<file path="config.mk">
export PLATFORM = sky130hd
export DESIGN_NAME = wca
export DESIGN_NICKNAME = d
export VERILOG_FILES = /design/src/rtl/wca_pkg.sv /design/src/rtl/wca_rr_arb.sv /design/src/rtl/wca.sv
export SDC_FILE = /design/constraint.sdc
export NUM_CORES = 1
export LEC_CHECK = 0
export CAP_MARGIN = 30
export CORE_MARGIN = 2
export CORE_UTILIZATION = 65
export DETAILED_ROUTE_END_ITERATION = 8
export PLACE_DENSITY_LB_ADDON = 0.12
export SYNTH_ARGS = -nofsm -noshare
export SYNTH_HDL_FRONTEND = slang
export SYNTH_SLANG_ARGS = --single-unit
</file>
<file path="constraint.sdc">
create_clock -name clk -period 15.3 [get_ports clk]
set_clock_uncertainty 0.2 [all_clocks]
set_input_delay 4.59 -clock clk [delete_from_list [all_inputs] [get_ports clk]]
set_output_delay 4.59 -clock clk [all_outputs]
set_load 0.05 [all_outputs]
</file>
<file path="src/rtl/wca_pkg.sv">
// wca_pkg: shared definitions for the weight cache access block.
//   - configuration ISA encodings (bit 1 set selects dense mode)
//   - default hit-table depth
//   - FSM state type, exported on the top-level debug port
package wca_pkg;

    localparam logic [1:0] ISA_SPARSE_RELOAD = 2'b00;
    localparam logic [1:0] ISA_SPARSE_KEEP   = 2'b01;
    localparam logic [1:0] ISA_DENSE         = 2'b10; // 2'b11 is also dense

    localparam int HIT_ADDR_WIDTH_DEF = 5;
    localparam int TBL_DEPTH          = 1 << HIT_ADDR_WIDTH_DEF;

    typedef enum logic {
        ST_IDLE   = 1'b0,
        ST_ACTIVE = 1'b1
    } wca_state_e;

    // Dense mode is selected by the ISA's most significant bit.
    function automatic logic isa_is_dense(input logic [1:0] isa);
        return isa[1];
    endfunction

endpackage

</file>
<file path="src/rtl/wca_rr_arb.sv">
// wca_rr_arb: round-robin arbiter over NUM_PORT requesters.
//   req_i      per-port request (already filtered for eligibility)
//   hold_i     the current grant was offered but not taken this cycle
//   adv_i      the current grant was taken; pointer moves past it
//   gnt_vld_o  some port is granted
//   gnt_idx_o  index of the granted port
// NUM_PORT must be a power of two so the pointer wraps naturally.
module wca_rr_arb #(
    parameter int NUM_PORT = 4,
    parameter int PW       = $clog2(NUM_PORT)
) (
    input  logic                clk,
    input  logic                rst_n,
    input  logic [NUM_PORT-1:0] req_i,
    input  logic                hold_i,
    input  logic                adv_i,
    output logic                gnt_vld_o,
    output logic [PW-1:0]       gnt_idx_o
);

    logic [PW-1:0] ptr_q, ptr_d;
    logic          lock_q, lock_d;
    logic [PW-1:0] lock_idx_q, lock_idx_d;
    logic [PW-1:0] cand;

    always_comb begin
        gnt_vld_o = 1'b0;
        gnt_idx_o = '0;
        cand      = '0;
        if (lock_q && req_i[lock_idx_q]) begin
            // A held grant keeps its port until it is taken.
            gnt_vld_o = 1'b1;
            gnt_idx_o = lock_idx_q;
        end else begin
            // Descending scan: the smallest offset from the pointer wins.
            for (int i = NUM_PORT - 1; i >= 0; i--) begin
                cand = ptr_q + PW'(i);
                if (req_i[cand]) begin
                    gnt_vld_o = 1'b1;
                    gnt_idx_o = cand;
                end
            end
        end
    end

    always_comb begin
        ptr_d      = ptr_q;
        lock_d     = 1'b0;
        lock_idx_d = lock_idx_q;
        if (adv_i) begin
            ptr_d = PW'(gnt_idx_o + 1'b1);
        end else if (hold_i) begin
            lock_d     = 1'b1;
            lock_idx_d = gnt_idx_o;
        end
    end

    always_ff @(posedge clk or negedge rst_n) begin
        if (!rst_n) begin
            ptr_q      <= '0;
            lock_q     <= 1'b0;
            lock_idx_q <= '0;
        end else begin
            ptr_q      <= ptr_d;
            lock_q     <= lock_d;
            lock_idx_q <= lock_idx_d;
        end
    end

endmodule

</file>
<file path="src/rtl/wca.sv">
// wca: weight cache access between FBF (index stream), four PE-row weight
// ports and the Weight Buffer.
//   TOPWCA_Cfg*   configuration handshake (ISA selects reload/keep/dense)
//   FBFWCA_Idx*   nonzero-weight indices loaded into the hit table
//   PERWCA_Adr*   per-port weight requests; WCAPER_Dat* registered responses
//   WCAWBF_Adr*   WBF read request; WBFWCA_Dat* WBF read data
//   dbg_state_o / dbg_count_o  FSM state and hit-table fill level
// Handshakes: a transfer happens on a cycle where valid and ready are both
// high; a valid, once raised, holds its payload until the transfer.
module wca
    import wca_pkg::*;
#(
    parameter int ISA_WIDTH      = 2,
    parameter int DATA_WIDTH     = 8,
    parameter int WEI_ADDR_WIDTH = 8,
    parameter int HIT_ADDR_WIDTH = HIT_ADDR_WIDTH_DEF,
    parameter int NUM_PORT       = 4
) (
    input  logic                                clk,
    input  logic                                rst_n,
    input  logic                                TOPWCA_CfgVld,
    input  logic [ISA_WIDTH-1:0]                TOPWCA_CfgISA,
    output logic                                WCATOP_CfgRdy,
    input  logic                                FBFWCA_IdxVld,
    input  logic [WEI_ADDR_WIDTH-1:0]           FBFWCA_Idx,
    output logic                                WCAFBF_IdxRdy,
    input  logic [NUM_PORT-1:0]                 PERWCA_AdrVld,
    input  logic [NUM_PORT*WEI_ADDR_WIDTH-1:0]  PERWCA_Adr,
    output logic [NUM_PORT-1:0]                 WCAPER_AdrRdy,
    output logic [NUM_PORT-1:0]                 WCAPER_DatVld,
    output logic [NUM_PORT*DATA_WIDTH-1:0]      WCAPER_Dat,
    input  logic [NUM_PORT-1:0]                 PERWCA_DatRdy,
    output logic                                WCAWBF_AdrVld,
    output logic [WEI_ADDR_WIDTH-1:0]           WCAWBF_Adr,
    input  logic                                WBFWCA_AdrRdy,
    input  logic                                WBFWCA_DatVld,
    input  logic [DATA_WIDTH-1:0]               WBFWCA_Dat,
    output logic                                WCAWBF_DatRdy,
    output wca_state_e                          dbg_state_o,
    output logic [HIT_ADDR_WIDTH:0]             dbg_count_o
);

    localparam int DEPTH = 1 << HIT_ADDR_WIDTH;
    localparam int PW    = $clog2(NUM_PORT);

    wca_state_e                 state_q, state_d;
    logic                       dense_q, dense_d;
    logic [HIT_ADDR_WIDTH:0]    count_q, count_d;
    logic [WEI_ADDR_WIDTH-1:0]  entry_q [DEPTH];
    logic                       outst_q, outst_d;
    logic [PW-1:0]              owner_q, owner_d;
    logic [NUM_PORT-1:0]        busy_q, busy_d, dvld_q, dvld_d;
    logic [DATA_WIDTH-1:0]      dat_q [NUM_PORT];
    logic [DATA_WIDTH-1:0]      dat_d [NUM_PORT];

    logic                       active, cfg_hs, idx_hs;
    logic [WEI_ADDR_WIDTH-1:0]  port_adr [NUM_PORT];
    logic [WEI_ADDR_WIDTH-1:0]  wbf_adr  [NUM_PORT];
    logic [HIT_ADDR_WIDTH-1:0]  hit_idx  [NUM_PORT];
    logic [NUM_PORT-1:0]        hit, elig;
    logic                       gnt_vld, hit_g, accept, hold;
    logic [PW-1:0]              gnt_idx;

    assign active        = (state_q == ST_ACTIVE);
    assign WCATOP_CfgRdy = ~(|busy_q) & ~outst_q;
    assign cfg_hs        = TOPWCA_CfgVld & WCATOP_CfgRdy;
    assign WCAFBF_IdxRdy = active & ~dense_q
                         & (count_q < (HIT_ADDR_WIDTH + 1)'(DEPTH));
    assign idx_hs        = FBFWCA_IdxVld & WCAFBF_IdxRdy;
    assign WCAWBF_DatRdy = outst_q;
    assign dbg_state_o   = state_q;
    assign dbg_count_o   = count_q;

    // Per-port CAM lookup. Only entries below count_q are live, so an index
    // written this cycle cannot hit until the next one.
    always_comb begin
        for (int p = 0; p < NUM_PORT; p++) begin
            port_adr[p] = PERWCA_Adr[p*WEI_ADDR_WIDTH +: WEI_ADDR_WIDTH];
            hit[p]      = 1'b0;
            hit_idx[p]  = '0;
            wbf_adr[p]  = port_adr[p];
            if (dense_q) begin
                hit[p] = 1'b1;
            end else begin
                // Descending scan so the lowest matching entry wins.
                for (int i = DEPTH - 1; i >= 0; i--) begin
                    if (((HIT_ADDR_WIDTH + 1)'(i) < count_q) &&
                        (entry_q[i] == port_adr[p])) begin
                        hit[p]     = 1'b1;
                        hit_idx[p] = HIT_ADDR_WIDTH'(i);
                    end
                end
                wbf_adr[p] = WEI_ADDR_WIDTH'(hit_idx[p]);
            end
            // Hits need the single WBF read slot; misses do not.
            elig[p] = active & PERWCA_AdrVld[p] & ~busy_q[p] & ~cfg_hs
                    & (~hit[p] | ~outst_q);
        end
    end

    wca_rr_arb #(.NUM_PORT(NUM_PORT), .PW(PW)) u_arb (
        .clk       (clk),
        .rst_n     (rst_n),
        .req_i     (elig),
        .hold_i    (hold),
        .adv_i     (accept),
        .gnt_vld_o (gnt_vld),
        .gnt_idx_o (gnt_idx)
    );

    // WCAWBF_AdrVld is formed without looking at WBFWCA_AdrRdy.
    always_comb begin
        hit_g         = hit[gnt_idx];
        WCAWBF_AdrVld = gnt_vld & hit_g;
        WCAWBF_Adr    = WCAWBF_AdrVld ? wbf_adr[gnt_idx] : '0;
        accept        = gnt_vld & (~hit_g | WBFWCA_AdrRdy);
        hold          = gnt_vld & hit_g & ~WBFWCA_AdrRdy;
        WCAPER_AdrRdy = '0;
        if (accept) WCAPER_AdrRdy[gnt_idx] = 1'b1;
        for (int p = 0; p < NUM_PORT; p++) begin
            WCAPER_Dat[p*DATA_WIDTH +: DATA_WIDTH] = dat_q[p];
        end
        WCAPER_DatVld = dvld_q;
    end

    // FSM next state plus bookkeeping for table, ports and WBF read slot.
    always_comb begin
        state_d = state_q;
        dense_d = dense_q;
        count_d = count_q;
        outst_d = outst_q;
        owner_d = owner_q;
        busy_d  = busy_q;
        dvld_d  = dvld_q;
        dat_d   = dat_q;

        if (cfg_hs) begin
            state_d = ST_ACTIVE;
            dense_d = isa_is_dense(TOPWCA_CfgISA[1:0]);
        end

        if (cfg_hs && (TOPWCA_CfgISA[1:0] == ISA_SPARSE_RELOAD)) begin
            count_d = '0;
        end else if (idx_hs) begin
            count_d = count_q + 1'b1;
        end

        for (int p = 0; p < NUM_PORT; p++) begin
            if (dvld_q[p] && PERWCA_DatRdy[p]) begin
                dvld_d[p] = 1'b0;
                busy_d[p] = 1'b0;
            end
        end

        if (outst_q && WBFWCA_DatVld) begin
            dvld_d[owner_q] = 1'b1;
            dat_d[owner_q]  = WBFWCA_Dat;
            outst_d         = 1'b0;
        end

        if (accept) begin
            busy_d[gnt_idx] = 1'b1;
            if (hit_g) begin
                outst_d = 1'b1;
                owner_d = gnt_idx;
            end else begin
                dvld_d[gnt_idx] = 1'b1;
                dat_d[gnt_idx]  = '0;
            end
        end
    end

    always_ff @(posedge clk or negedge rst_n) begin
        if (!rst_n) begin
            state_q <= ST_IDLE;
            dense_q <= 1'b0;
            count_q <= '0;
            outst_q <= 1'b0;
            owner_q <= '0;
            busy_q  <= '0;
            dvld_q  <= '0;
            for (int p = 0; p < NUM_PORT; p++) dat_q[p] <= '0;
        end else begin
            state_q <= state_d;
            dense_q <= dense_d;
            count_q <= count_d;
            outst_q <= outst_d;
            owner_q <= owner_d;
            busy_q  <= busy_d;
            dvld_q  <= dvld_d;
            dat_q   <= dat_d;
        end
    end

    // Table storage needs no reset: entries at or above count_q are ignored.
    always_ff @(posedge clk) begin
        if (idx_hs) entry_q[count_q[HIT_ADDR_WIDTH-1:0]] <= FBFWCA_Idx;
    end

endmodule

</file>
==> impl_metrics.json <==
{
  "hold_path.class": "reg2reg",
  "cp_data_required_time_ns": 10.51,
  "multi_input_area_mm2": 0.0155,
  "regArea_mm2": 0.00909,
  "critPathCaptureType": "output port",
  "setup_viol": 0,
  "clock_latency_ns": 0.58,
  "rows": 73,
  "io_buffers": 122,
  "die_area_mm2": 0.0418,
  "slew_headroom_pct": 26.0,
  "nFillCells": 2866,
  "route.detailed.drc": 0,
  "fin_tns_setup_ns": 0,
  "layout-drive-gt1-share_pct": 9.51,
  "antenna_found_initial": 4,
  "min_from": "busy_q[2]",
  "grt_pass1_vias": 22444,
  "slew_violations": 0,
  "cts-root-buf": "clkbuf_16",
  "grt_max_degree": 57,
  "synth_area_per_cell_um2": 9.76,
  "crit_chain": "buf_2, buf_4, xor2_1, nor4_1, nand3_1, nand4b_1, nor4_1, nand2_1, o21ai_1, or2_4, o41ai_4, buf_4, nor3_4, o21ai_1, a311oi_1, clkdlybuf4s50_1",
  "reg2reg_from": "dbg_count_o[1]",
  "drt-initial-drc-count": 3433,
  "synth_nets": 2750,
  "clkTransAtPathRegs_ns": 0.06,
  "period_minus_slack_ns": 15.05,
  "vias": 22876,
  "ys_types": 97,
  "p_leak_nw": 10.3,
  "wl_per_cell_um": 30.8,
  "drt_first_pass_iters": 5,
  "ys_seq_area_share_pct": 34.8,
  "period_share_pct": 98.4,
  "cp-start-kind": "primary input",
  "clk_path_buf_depth": 3,
  "io_pins": 123,
  "gp_congestion": 1.10,
  "ys.flop_type": "edfxtp_1",
  "grt_first_pass_wirelength_um": 146000,
  "rsz0062_at_grt": "false",
  "max_stage_delay_ns": 0.91,
  "synth_edf_count": 256,
  "p_per_area_mw_per_mm2": 130,
  "antenna_cells": 0,
  "critPathLaunch": "PERWCA_Adr[9]",
  "overflow": 0,
  "critical_path.max_fanout": 16,
  "ir_worst_vdd_v": 0.000143,
  "die_w_um": 205,
  "cts_buffers": 37,
  "final_common_cell": "xor2_1",
  "ant_nets": 0,
  "hold_viol_final": 0,
  "htreeDepth": 2,
  "dieHeight_um": 205,
  "start_util_pct": 65.8,
  "syn2layout_area_growth_pct": 9.88,
  "layout_common_cells": "558 x xor2_1, 468 x xnor2_1, 256 x edfxtp_1",
  "finalPower_mw": 3.73,
  "status": "completed",
  "core-area_mm2": 0.0397,
  "max_slew.worst_pin.slew_ns": 1.11,
  "synthArstFlopShare_pct": 17.9,
  "cts_num_sinks": 312,
  "path_class": "in2out",
  "syn_inst": 2678,
  "cpMaxStageDelayCell": "nor4_1",
  "ys.warnings.count": 0,
  "netlist_area_mm2": 0.0261,
  "clock.fmax_mhz": 66.4,
  "cp.arrival_ns": 10.26,
  "maxCapViolCount": 0,
  "wirelength_um": 101000,
  "cts_tree": "yes",
  "vias_per_cell": 6.98,
  "fin_nets": 2800,
  "ys_ff_latch": 312,
  "hpwl_um": 70400,
  "grt_usage_pct": 48.0
}
==> final cells by class <==
type	count	area share [%]
multi-input combinational	2117	54.0
clock buffer	46	3.60
tap	525	2.29
timing repair buffer	234	7.39
sequential	312	31.6
inverter	26	0.349
clock inverter	19	0.693
==> registers in the layout (all words and copies together) (netlist names) <==
register	cells
dense_q	1
WCAWBF_DatRdy	1
entry_q	256
busy_q	4
u_arb.lock_idx_q	2
u_arb.lock_q	1
WCAPER_DatVld	4
owner_q	2
u_arb.ptr_q	2
dbg_state_o	1
dbg_count_o	6
WCAPER_Dat	32
==> what timing repair did <==
item / in CTS / in global routing
endpoints found under the setup margin: 0 / 1
setup buffers: 0 / 0
gates resized for setup: 0 / 1
hold buffers: 0 / 0
==> cells in the mapped netlist, types with 14 or more instances <==
cell | number | area (um^2)
edfxtp_1 | 256 | 7690
nand2b_1 | 15 | 93.8
dfrtp_1 | 56 | 1400
nand2_1 | 172 | 646
nor3_1 | 62 | 310
nor2b_1 | 16 | 100
a21oi_1 | 70 | 350
buf_1 | 17 | 63.8
a31oi_1 | 14 | 87.6
xor2_1 | 558 | 4890
clkbuf_1 | 65 | 244
nand3_1 | 59 | 295
or3_1 | 26 | 163
and3_1 | 25 | 156
nor2_1 | 106 | 398
o21ai_0 | 33 | 165
nand4_1 | 126 | 788
buf_6 | 51 | 574
inv_1 | 23 | 86.3
buf_2 | 57 | 285
or4_1 | 15 | 113
xnor2_1 | 468 | 4100
buf_4 | 30 | 225
nor4_1 | 144 | 901
==> report_power, final <==
part | internal (mW) | leakage (nW) | switching, mW
registers | 1.00 | 3.02 | 0.105
clock network | 0.534 | 0.604 | 0.382
logic | 0.553 | 6.64 | 1.15
total | 2.09 | 10.3 | 1.64
==> kinds of logic after synthesis <==
logic type	count (synthesis)	share of synthesized area (%)
fa+ha+maj	8	0.383
compound gates	228	5.99
buf+inv	249	5.88
mux	14	0.570
xor+xnor	1027	34.4
simple gates	840	18.0
flops	312	34.8
==> per-layer routing <==
layer | vias up | track usage (%) | part of all wire (%)
met2 | 1925 | 71.1 | 42
met1 | 10931 | 61.8 | 36
li1 | 9425 | - | -
met3 | 589 | 13.0 | 14
met5 | - | 0 | 0.041
met4 | 6 | 31.7 | 8.0
==> through the flow <==
| stage | setup WS, ns | util [%] | hold WS, ns | std cells | instance area, um^2 |
|---|---|---|---|---|---|
| finish | 0.248 | 72.3 | 0.306 | 3279 | 28700 |
| floorplan | 1.50 | - | 0.254 | 2678 | 26100 |
| global placement | 0.380 | 69.0 | 0.278 | 3208 | 27400 |
| CTS | 0.297 | 72.2 | 0.305 | 3276 | 28700 |
| global route | 0.179 | 72.3 | 0.329 | 3279 | 28700 |
| detailed placement | 0.308 | 69.1 | 0.300 | 3211 | 27500 |
==> final timing paths <==
| check | to | slack (ns) | depth (start not counted) |
|---|---|---|---|
| max in group asynchronous | WCAPER_Dat[6] | 10.42 | 2 |
| worst min-delay path | busy_q[2] | 0.31 | 1 |
| worst min register to register | busy_q[2] | 0.31 | 1 |
| worst max-delay path | WCAWBF_Adr[2] | 0.25 | 16 |
| worst max register to register | WCAPER_DatVld[2] | 8.71 | 18 |
| min in group asynchronous | dbg_count_o[2] | 3.96 | 2 |
==> critical path: cells and delay by family <==
family,cells,cell delay (ns)
and+or+nand+nor,7,2.18
buffers and inverters,4,2.12
AOI/OAI and AO/OA,4,1.16
xor gates and xnor gates,1,0.21
No activity file was read; power rests on OpenSTA's default activity.
==> edit: new RTL, config.mk and constraints unchanged <==
Reset style: synchronous (`rst_n`), changed in 2 clocked blocks.
--- a/src/rtl/wca_rr_arb.sv
+++ b/src/rtl/wca_rr_arb.sv
@@ -56,5 +56,5 @@
     end
 
-    always_ff @(posedge clk or negedge rst_n) begin
+    always_ff @(posedge clk) begin
         if (!rst_n) begin
             ptr_q      <= '0;
--- a/src/rtl/wca.sv
+++ b/src/rtl/wca.sv
@@ -171,5 +171,5 @@
     end
 
-    always_ff @(posedge clk or negedge rst_n) begin
+    always_ff @(posedge clk) begin
         if (!rst_n) begin
             state_q <= ST_IDLE;
Check against the original RTL: not settled (the Yosys comparison gave no result); the edit may change what the design does.
==> edit against the original RTL <==
  * Sequential cell count did not move
  * Wire length fell by 3.4%
  * Area after synthesis fell by 2.4%
  * Via count fell by 2.1%
  * Hold slack got worse by 0.012 ns
  * First-iteration DRC count rose by 1.1%
  * Synthesized cell count fell by 1.9%
  * Worst setup slack got worse by 0.0095 ns
  * Global-route usage fell by 1.1 points
  * Critical endpoint is now WCAPER_AdrRdy[2]
  * Design area fell by 1.8%
  * Count of clock-buffer cells in the layout fell by 12
  * Utilization rose by 0.68 points
Power is not compared: it rests on default switching activity, and its combinational part moved more than twofold at a synthesized area within 25%.
==> edit: results (changes against the original RTL) <==
\begin{tabular}{lr}
\hline
Metric & Value \\
\hline
\multicolumn{2}{l}{\textbf{Worst setup path}} \\
\quad Crit path max-delay cell type & clkdlybuf4s50\_1 \\
\quad Worst setup startpoint & PERWCA\_Adr[6] \\
\quad Reg-to-reg startpoint & dbg\_count\_o[1] \\
\multicolumn{2}{l}{\textbf{Route}} \\
\quad Number of violations reported at the end of detailed-routing iteration 0 & 3,470 (+1.1\%) \\
\quad Pre-Repair DR Iteration Count & 6 (+1) \\
\multicolumn{2}{l}{\textbf{Placed design}} \\
\quad Cell Area, Placed & 27,000 um2 (-1.6\%) \\
\quad Worst slack at placement & 0.629 ns (+0.320 ns) \\
\quad Last weighted congestion value of the routability-driven placer & 1.08 (-1.3\%) \\
\quad Detailed-placement wirelength estimate & 67.0 mm (-4.8\%) \\
\multicolumn{2}{l}{\textbf{Finish}} \\
\quad Nets & 2,754 (-1.6\%) \\
\quad Final Non-Filler Cells & 3,224 (-1.7\%) \\
\quad Fraction of final layout cells sized beyond drive strength 1 & 0.0921 (-0.00308) \\
\multicolumn{2}{l}{\textbf{Logic synthesis}} \\
\quad Mapped Nets & 2,698 (-1.9\%) \\
\quad Post-synthesis average cell area & 9.71 um2 (-0.51\%) \\
\quad Fraction of synthesis flops using an asynchronous set or reset pin & 0 (-0.179) \\
\quad Most instantiated cells after synthesis & xnor2\_1 (545), xor2\_1 (482), edfxtp\_1 (256), nor2\_1 (147), nand4\_1 (142) \\
\quad Share of synthesized cell area in full adder, half adder and majority cells & 0.00393 (+0.0000960) \\
\multicolumn{2}{l}{\textbf{Status}} \\
\quad Run status & finished clean \\
\multicolumn{2}{l}{\textbf{Global routing}} \\
\quad Wire length of the first global-routing pass & 142 mm (-2.6\%) \\
\quad Initial antenna violation count & 2 (-2) \\
\quad Largest net degree at the start of global routing & 39 (-32\%) \\
\quad Total Routing Usage GR & 0.470 (-0.0105) \\
\multicolumn{2}{l}{\textbf{Clock network}} \\
\quad Clock latency reported for the late side of the worst-skew pair & 0.62 ns (+0.04 ns) \\
\quad \# H-tree levels & 1 (-1) \\
\multicolumn{2}{l}{\textbf{Timing}} \\
\quad Final period utilization & 0.984 (about the same) \\
\quad Remaining max-slew budget at the tightest pin & 0.202 (-0.0577) \\
\quad Worst hold-check slack & 0.295 ns (-0.0117 ns) \\
\hline
\end{tabular}
[edit: cell count changes in the layout (fill, tap and decap cells not counted), moves of 11 or more]
cell     before  now
a21oi_1      70   34
buf_4        88   99
dfrtp_1      56    0
dfxtp_1       0   56
mux2i_1       7   41
nand2_1     172  117
nand3_1      59   45
nand4_1     126  142
nor2_1      106  147
nor4_1      144  127
xnor2_1     468  545
xor2_1      558  482
[edit: layout make-up]
type / count / area, um2
antenna: 1 / 2.50
multi-input combinational: 2079 / 15500
fill: 2819 / 10400
sequential: 312 / 8810
timing repair buffer: 242 / 2220
tap: 518 / 648
clock buffer: 34 / 787
inverter: 16 / 60.1
clock inverter: 22 / 216
[edit: per-layer routing]
layer / wire length [um] / global-route usage / share of wire
met1: 34900 / 0.631 / 0.36
met2: 40300 / 0.688 / 0.41
met3: 15100 / 0.118 / 0.15
met4: 7290 / 0.277 / 0.075
met5: 0 / 0 / 0
